<file path="config.mk">
export PLATFORM = sky130hd
export DESIGN_NAME = stopwatch_counter_flat
export DESIGN_NICKNAME = d
export VERILOG_FILES = /design/src/rtl/stopwatch_counter_pkg.sv /design/src/rtl/stopwatch_counter_if.sv /design/src/rtl/bcd_digit_counter.sv /design/src/rtl/stopwatch_counter.sv /design/src/flat_wrapper.sv
export SDC_FILE = /design/constraint.sdc
export NUM_CORES = 1
export LEC_CHECK = 0
export CORE_MARGIN = 4
export CORE_UTILIZATION = 64
export DETAILED_ROUTE_END_ITERATION = 10
export GPL_TIMING_DRIVEN = 1
export HOLD_SLACK_MARGIN = 0.15
export PLACE_DENSITY_LB_ADDON = 0.15
export SLEW_MARGIN = 20
export SYNTH_ARGS = -nofsm -noshare
export SYNTH_HDL_FRONTEND = slang
export SYNTH_SLANG_ARGS = --single-unit
</file>
<file path="constraint.sdc">
create_clock -name CLOCK_50 -period 4.3 [get_ports CLOCK_50]
set_input_delay 1.29 -clock CLOCK_50 [delete_from_list [all_inputs] [get_ports CLOCK_50]]
set_output_delay 1.29 -clock CLOCK_50 [all_outputs]
set_load 0.02 [all_outputs]
</file>
<file path="src/rtl/stopwatch_counter_pkg.sv">
// Shared types and constants for the stopwatch: FSM state encoding, BCD digit
// limits and the single-digit step rule used by both the counters and the display.
package stopwatch_counter_pkg;

  typedef enum logic [2:0] {
    IDLE    = 3'd0,
    RUN     = 3'd1,
    LAP     = 3'd2,
    STOPPED = 3'd3,
    MAXED   = 3'd4
  } sw_state_t;

  localparam logic [3:0] SEC_ONES_MAX = 4'd9;
  localparam logic [3:0] SEC_TENS_MAX = 4'd5;
  localparam logic [3:0] MIN_ONES_MAX = 4'd9;
  localparam logic [3:0] MIN_TENS_MAX = 4'd5;

  // Next value of one BCD digit; clear wins over increment.
  function automatic logic [3:0] bcd_step(input logic [3:0] q, input logic inc,
                                          input logic clr, input logic [3:0] limit);
    if (clr) return 4'd0;
    if (inc) return (q == limit) ? 4'd0 : q + 4'd1;
    return q;
  endfunction

endpackage

</file>
<file path="src/rtl/stopwatch_counter_if.sv">
// Command and display bundle between the stopwatch and whatever drives it.
interface stopwatch_counter_if;
  import stopwatch_counter_pkg::*;

  // Commands are single-cycle active-high pulses sampled on every rising edge;
  // there is no ready: each high cycle is one command, the block never stalls.
  logic       start_stop;
  logic       lap;
  logic       clear;
  logic [3:0] digit3;
  logic [3:0] digit2;
  logic [3:0] digit1;
  logic [3:0] digit0;
  logic       running;
  logic       lap_held;
  logic       at_max;
  sw_state_t  state;

  modport master (
    output start_stop, lap, clear,
    input  digit3, digit2, digit1, digit0, running, lap_held, at_max, state
  );

  modport slave (
    input  start_stop, lap, clear,
    output digit3, digit2, digit1, digit0, running, lap_held, at_max, state
  );

endinterface

</file>
<file path="src/rtl/bcd_digit_counter.sv">
// One BCD digit stage: counts 0..LIMIT on inc, carry out when wrapping.
module bcd_digit_counter
  import stopwatch_counter_pkg::*;
#(
  parameter logic [3:0] LIMIT = 4'd9
) (
  input  logic       CLOCK_50,
  input  logic       RESET_N,
  input  logic       inc,
  input  logic       clr,
  output logic [3:0] q,
  output logic       carry
);

  assign carry = inc && (q == LIMIT);

  always_ff @(posedge CLOCK_50 or negedge RESET_N) begin
    if (!RESET_N) begin
      q <= 4'd0;
    end else begin
      q <= bcd_step(q, inc, clr, LIMIT);
    end
  end

endmodule

</file>
<file path="src/rtl/stopwatch_counter.sv">
// mm:ss stopwatch: prescaler, control FSM, lap snapshot and registered display,
// with the live count held in four chained BCD digit stages.
module stopwatch_counter
  import stopwatch_counter_pkg::*;
#(
  parameter int unsigned TICK_DIV = 50000000
) (
  input  logic          CLOCK_50,
  input  logic          RESET_N,
  stopwatch_counter_if.slave sw
);

  localparam int unsigned   PW       = $clog2(TICK_DIV);
  localparam logic [PW-1:0] PRE_LAST = PW'(TICK_DIV - 1);

  sw_state_t     state;
  sw_state_t     state_nxt;
  logic [PW-1:0] pre;
  logic          tick;
  logic          live_max;
  logic          tick_max;
  logic          clr_cnt;
  logic          inc0;
  logic          c0, c1, c2;
  logic          m1_carry_unused;
  logic [3:0]    s0, s1, m0, m1;
  logic [15:0]   live_q;
  logic [15:0]   live_d;
  logic [15:0]   snap;
  logic [15:0]   snap_nxt;
  logic [15:0]   disp;
  logic          lap_entry;
  logic          running_q, lap_held_q, at_max_q;

  assign tick     = ((state == RUN) || (state == LAP)) && (pre == PRE_LAST);
  assign live_max = (s0 == SEC_ONES_MAX) && (s1 == SEC_TENS_MAX) &&
                    (m0 == MIN_ONES_MAX) && (m1 == MIN_TENS_MAX);
  assign tick_max = tick && live_max;
  // At 59:59 the tick is swallowed so the count saturates instead of wrapping.
  assign inc0     = tick && !live_max;
  assign clr_cnt  = sw.clear && ((state == STOPPED) || (state == MAXED));

  bcd_digit_counter #(.LIMIT(SEC_ONES_MAX)) u_s0 (
    .CLOCK_50(CLOCK_50), .RESET_N(RESET_N), .inc(inc0), .clr(clr_cnt), .q(s0), .carry(c0)
  );
  bcd_digit_counter #(.LIMIT(SEC_TENS_MAX)) u_s1 (
    .CLOCK_50(CLOCK_50), .RESET_N(RESET_N), .inc(c0), .clr(clr_cnt), .q(s1), .carry(c1)
  );
  bcd_digit_counter #(.LIMIT(MIN_ONES_MAX)) u_m0 (
    .CLOCK_50(CLOCK_50), .RESET_N(RESET_N), .inc(c1), .clr(clr_cnt), .q(m0), .carry(c2)
  );
  bcd_digit_counter #(.LIMIT(MIN_TENS_MAX)) u_m1 (
    .CLOCK_50(CLOCK_50), .RESET_N(RESET_N), .inc(c2), .clr(clr_cnt), .q(m1),
    .carry(m1_carry_unused)
  );

  // Preview of the live count after this edge, so the display register is
  // never a cycle behind the counters.
  assign live_q = {m1, m0, s1, s0};
  assign live_d = {bcd_step(m1, c2, clr_cnt, MIN_TENS_MAX),
                   bcd_step(m0, c1, clr_cnt, MIN_ONES_MAX),
                   bcd_step(s1, c0, clr_cnt, SEC_TENS_MAX),
                   bcd_step(s0, inc0, clr_cnt, SEC_ONES_MAX)};

  always_comb begin
    state_nxt = state;
    case (state)
      IDLE:    if (sw.start_stop) state_nxt = RUN;
      RUN: begin
        if (tick_max)           state_nxt = MAXED;
        else if (sw.start_stop) state_nxt = STOPPED;
        else if (sw.lap)        state_nxt = LAP;
      end
      LAP: begin
        if (tick_max)           state_nxt = MAXED;
        else if (sw.start_stop) state_nxt = STOPPED;
        else if (sw.lap)        state_nxt = RUN;
      end
      STOPPED: begin
        if (sw.clear)           state_nxt = IDLE;
        else if (sw.start_stop) state_nxt = RUN;
      end
      MAXED:   if (sw.clear) state_nxt = IDLE;
      default: state_nxt = IDLE;
    endcase
  end

  assign lap_entry = (state == RUN) && (state_nxt == LAP);
  assign snap_nxt  = lap_entry ? live_q : snap;

  always_ff @(posedge CLOCK_50 or negedge RESET_N) begin
    if (!RESET_N) begin
      state      <= IDLE;
      pre        <= '0;
      snap       <= 16'h0000;
      disp       <= 16'h0000;
      running_q  <= 1'b0;
      lap_held_q <= 1'b0;
      at_max_q   <= 1'b0;
    end else begin
      state <= state_nxt;
      case (state)
        RUN, LAP: pre <= tick ? '0 : pre + 1'b1;
        STOPPED:  pre <= pre;
        default:  pre <= '0;
      endcase
      snap       <= snap_nxt;
      disp       <= (state_nxt == LAP) ? snap_nxt : live_d;
      running_q  <= (state_nxt == RUN) || (state_nxt == LAP);
      lap_held_q <= (state_nxt == LAP);
      at_max_q   <= (state_nxt == MAXED);
    end
  end

  assign sw.digit3   = disp[15:12];
  assign sw.digit2   = disp[11:8];
  assign sw.digit1   = disp[7:4];
  assign sw.digit0   = disp[3:0];
  assign sw.running  = running_q;
  assign sw.lap_held = lap_held_q;
  assign sw.at_max   = at_max_q;
  assign sw.state    = state;

endmodule

</file>
<file path="src/flat_wrapper.sv">
// flat-port wrapper written by rule: the top's interface ports become plain ports
module stopwatch_counter_flat import stopwatch_counter_pkg::*;
#(
  parameter int unsigned TICK_DIV = 50000000
)
  (CLOCK_50, RESET_N, sw_start_stop, sw_lap, sw_clear, sw_digit3, sw_digit2, sw_digit1, sw_digit0, sw_running, sw_lap_held, sw_at_max, sw_state);
  stopwatch_counter_if sw_i ();
  input  logic CLOCK_50;
  input  logic RESET_N;
  input wire logic [$bits(sw_i.start_stop)-1:0] sw_start_stop;
  input wire logic [$bits(sw_i.lap)-1:0] sw_lap;
  input wire logic [$bits(sw_i.clear)-1:0] sw_clear;
  output wire logic [$bits(sw_i.digit3)-1:0] sw_digit3;
  output wire logic [$bits(sw_i.digit2)-1:0] sw_digit2;
  output wire logic [$bits(sw_i.digit1)-1:0] sw_digit1;
  output wire logic [$bits(sw_i.digit0)-1:0] sw_digit0;
  output wire logic [$bits(sw_i.running)-1:0] sw_running;
  output wire logic [$bits(sw_i.lap_held)-1:0] sw_lap_held;
  output wire logic [$bits(sw_i.at_max)-1:0] sw_at_max;
  output wire logic [$bits(sw_i.state)-1:0] sw_state;
  assign sw_i.start_stop = sw_start_stop;
  assign sw_i.lap = sw_lap;
  assign sw_i.clear = sw_clear;
  assign sw_digit3 = sw_i.digit3;
  assign sw_digit2 = sw_i.digit2;
  assign sw_digit1 = sw_i.digit1;
  assign sw_digit0 = sw_i.digit0;
  assign sw_running = sw_i.running;
  assign sw_lap_held = sw_i.lap_held;
  assign sw_at_max = sw_i.at_max;
  assign sw_state = sw_i.state;
  stopwatch_counter #(.TICK_DIV(TICK_DIV)) u_core (.CLOCK_50(CLOCK_50), .RESET_N(RESET_N), .sw(sw_i));
endmodule
</file>
==> flow_metrics.tcl <==
set metrics [dict create \
    status "completed" \
    timing.rr.end "u_core.disp[7]" \
    hold_end "u_core.snap[14]" \
    synth_cell_type_count 54 \
    fp.dieW_um 88.7 \
    place_congestion 0.856 \
    root_buffer "clkbuf_8" \
    post-dp-hpwl_um 5920 \
    netlist_instances 441 \
    start_util_pct 65.6 \
    row_count 29 \
    r2r_cells 7 \
    drtIter0Drc 339 \
    drt-wirelength-per-cell_um 16.5 \
    ctsHoldBuffers 0 \
    reg2reg_setup_slack_ps 1260 \
    syn_to_final_growth_pct 10.7 \
    setup_viol 0 \
    placed_cell_area_um2 4450 \
    synth_edf_count 0 \
    ys_ff_latch 80 \
    report.final.slew_viol_count 0 \
    synth_area_leaders "dfrtp_1 48%, nand2_1 5.7%, mux2_2 4.3%" \
    dieArea_um2 7870 \
    num_vias 3399 \
    hp-start "u_core.snap[14]" \
    p_leak_uw 0.00200 \
    period_share_pct 74.8 \
    max_slew_margin_pct 35.3 \
    fp.dieH_um 88.7 \
    crit_fanout 28 \
    cts.sinks 80 \
    cts_buffer_depth 2 \
    cp.required_ps 4530 \
    async_flop_share_pct 100 \
    tightest_slew_ps 970 \
    cts_tree "yes" \
    max_freq_mhz 311 \
    cp.arrival_ps 3450 \
    synth_most_common_cell "dfrtp_1" \
    fin_crit_ps 3220 \
    grtUsageTotal_pct 24.4 \
    max_cap_viol_count 0 \
    instances_no_fill 539 \
    drive_gt1_share_pct 10.8 \
    htreeDepth 3 \
    clk_pin_slew_ps 80 \
    synth_largest_area_cell "dfrtp_1" \
    io_buffers 26 \
    dp_cells 523 \
    design_area_um2 4610 \
    antennaDiodeCount 0 \
    ys.flop_type "dfrtp_1" \
    dpl_worst_slack_ps 731 \
    min_path_type "reg2reg" \
    cp-start-kind "input port" \
    cts_setup_buffers 0 \
    worstHoldPathCells 1 \
    synth_top_area_share_pct 48.0 \
    rsz0062_at_grt "no" \
    peakVddDrop_mv 0.338 \
    cp-end-kind "register" \
    grt_pass1_wl_um 15200 \
    fin_tns_setup_ps 0 \
    synthesis.nets 447 \
    fin_worst_skew_ps 13.2 \
    antenna_found_initial 0 \
    final-hold-violation-count 0 \
    cts_made_buffers 9 \
    syn_avg_cell_area_um2 9.45 \
    p_total_uw 1910 \
    synth_common_cells "80 x dfrtp_1, 63 x nand2_1, 38 x nor2_1, 21 x nand3_1, 21 x o21ai_0" \
    synth-seq-area-share_pct 48.0 \
    layout.nets 463 \
    core-area_um2 6350 \
    worst_slack_ps 1080 \
    crit-reg2reg-launch "u_core.pre[9]" \
    grt_start_max_net_pins 81 \
    synth_area_um2 4170 \
    grt_pass1_vias 3247 \
    cts_resized 0 \
    power.density_nw_per_um2 414 \
    critical_path_class "in2reg" \
    drcViolationCount 0 \
    synth_warnings 0 \
    clk_latency_ps 350 \
    drt-pass1-iter-count 5 \
    ant_nets 0 \
    viasPerCell 6.31 \
    grt_remaining_overflow 0 \
    ios 27 \
    totalWireLength_um 8900 \
]
==> per-layer routing <==
layer | wire length, um | global-route usage [%] | vias up | part of all wire [%]
met2 | 4180 | 37.9 | 115 | 47
met5 | 0 | 0 | - | 0
met4 | 121 | 8.24 | 0 | 1.4
li1 | - | - | 1608 | -
met3 | 495 | 5.21 | 15 | 5.6
met1 | 4100 | 34.2 | 1661 | 46
==> state kept, by name, summed over array words and instances, names as in the netlist <==
register,flops
u_core.disp,16
u_core.u_m0.q,4
u_core.u_s1.q,4
u_core.pre,26
u_core.snap,16
u_core.u_s0.q,4
u_core.sw.running,1
u_core.sw.lap_held,1
u_core.sw.state,3
u_core.u_m1.q,4
u_core.sw.at_max,1
==> stage by stage <==
stage	hold WS, ps	utilization, %
after floorplan	458	-
final	502	72.6
after global placement	469	70.0
after CTS	493	72.6
after detailed placement	475	70.0
after global routing	521	72.6
==> worst max-delay path by stage <==
stage,cells past startpoint,startpoint,slack (ps),end
global placement,8,sw_lap,810,u_core.disp[13]
floorplan,6,sw_start_stop,1300,u_core.snap[12]
global route,8,sw_lap,930,u_core.disp[13]
CTS,8,sw_lap,1090,u_core.disp[13]
finish,8,sw_lap,1080,u_core.disp[13]
detailed placement,8,sw_lap,730,u_core.disp[13]
==> cell families (layout without fill, tap and decap cells) <==
| logic type | count (synthesis) | after routing | share of synthesized area [%] |
|---|---|---|---|
| fa+ha+maj | 1 | 1 | 0.300 |
| compound gates | 79 | 79 | 12.0 |
| xor+xnor | 25 | 25 | 5.25 |
| flops | 80 | 80 | 48.0 |
| mux | 20 | 20 | 5.31 |
| simple gates | 201 | 201 | 25.5 |
| buf+inv | 35 | 56 | 3.51 |
==> area by class of cell <==
class                      instances  area [um2]
timing repair buffer              30         288
multi-input combinational        326        2020
clock inverter                     6        36.3
inverter                          10        37.5
fill                             466        1740
clock buffer                      10         128
sequential                        80        2000
tap                               77        96.3
==> report_power, final <==
part,internal [uW],switching [uW]
Combinational,176,389
Sequential,804,64.8
Clock,207,268
==> worst max-delay path: stages <==
cell	delay, ps
clkdlybuf4s50_1	530
and3b_1	180
a21oi_1	40
or3_1	320
a21o_2	300
inv_2	380
nor4_1	110
a211o_1	300
==> cells in the final DEF (no fill, tap or decap), drive strengths merged, types with 8 or more instances in the layout <==
| cell | n |
|---|---|
| nor2 | 39 |
| nand3 | 21 |
| nand4 | 15 |
| clkdlybuf4s50 | 25 |
| mux2 | 17 |
| xor2 | 17 |
| a31oi | 11 |
| xnor2 | 8 |
| nand2 | 63 |
| dfrtp | 80 |
| inv | 10 |
| clkbuf | 10 |
| and3 | 8 |
| a21oi | 15 |
| o21ai | 21 |
Power figures use the tool's default switching activity.
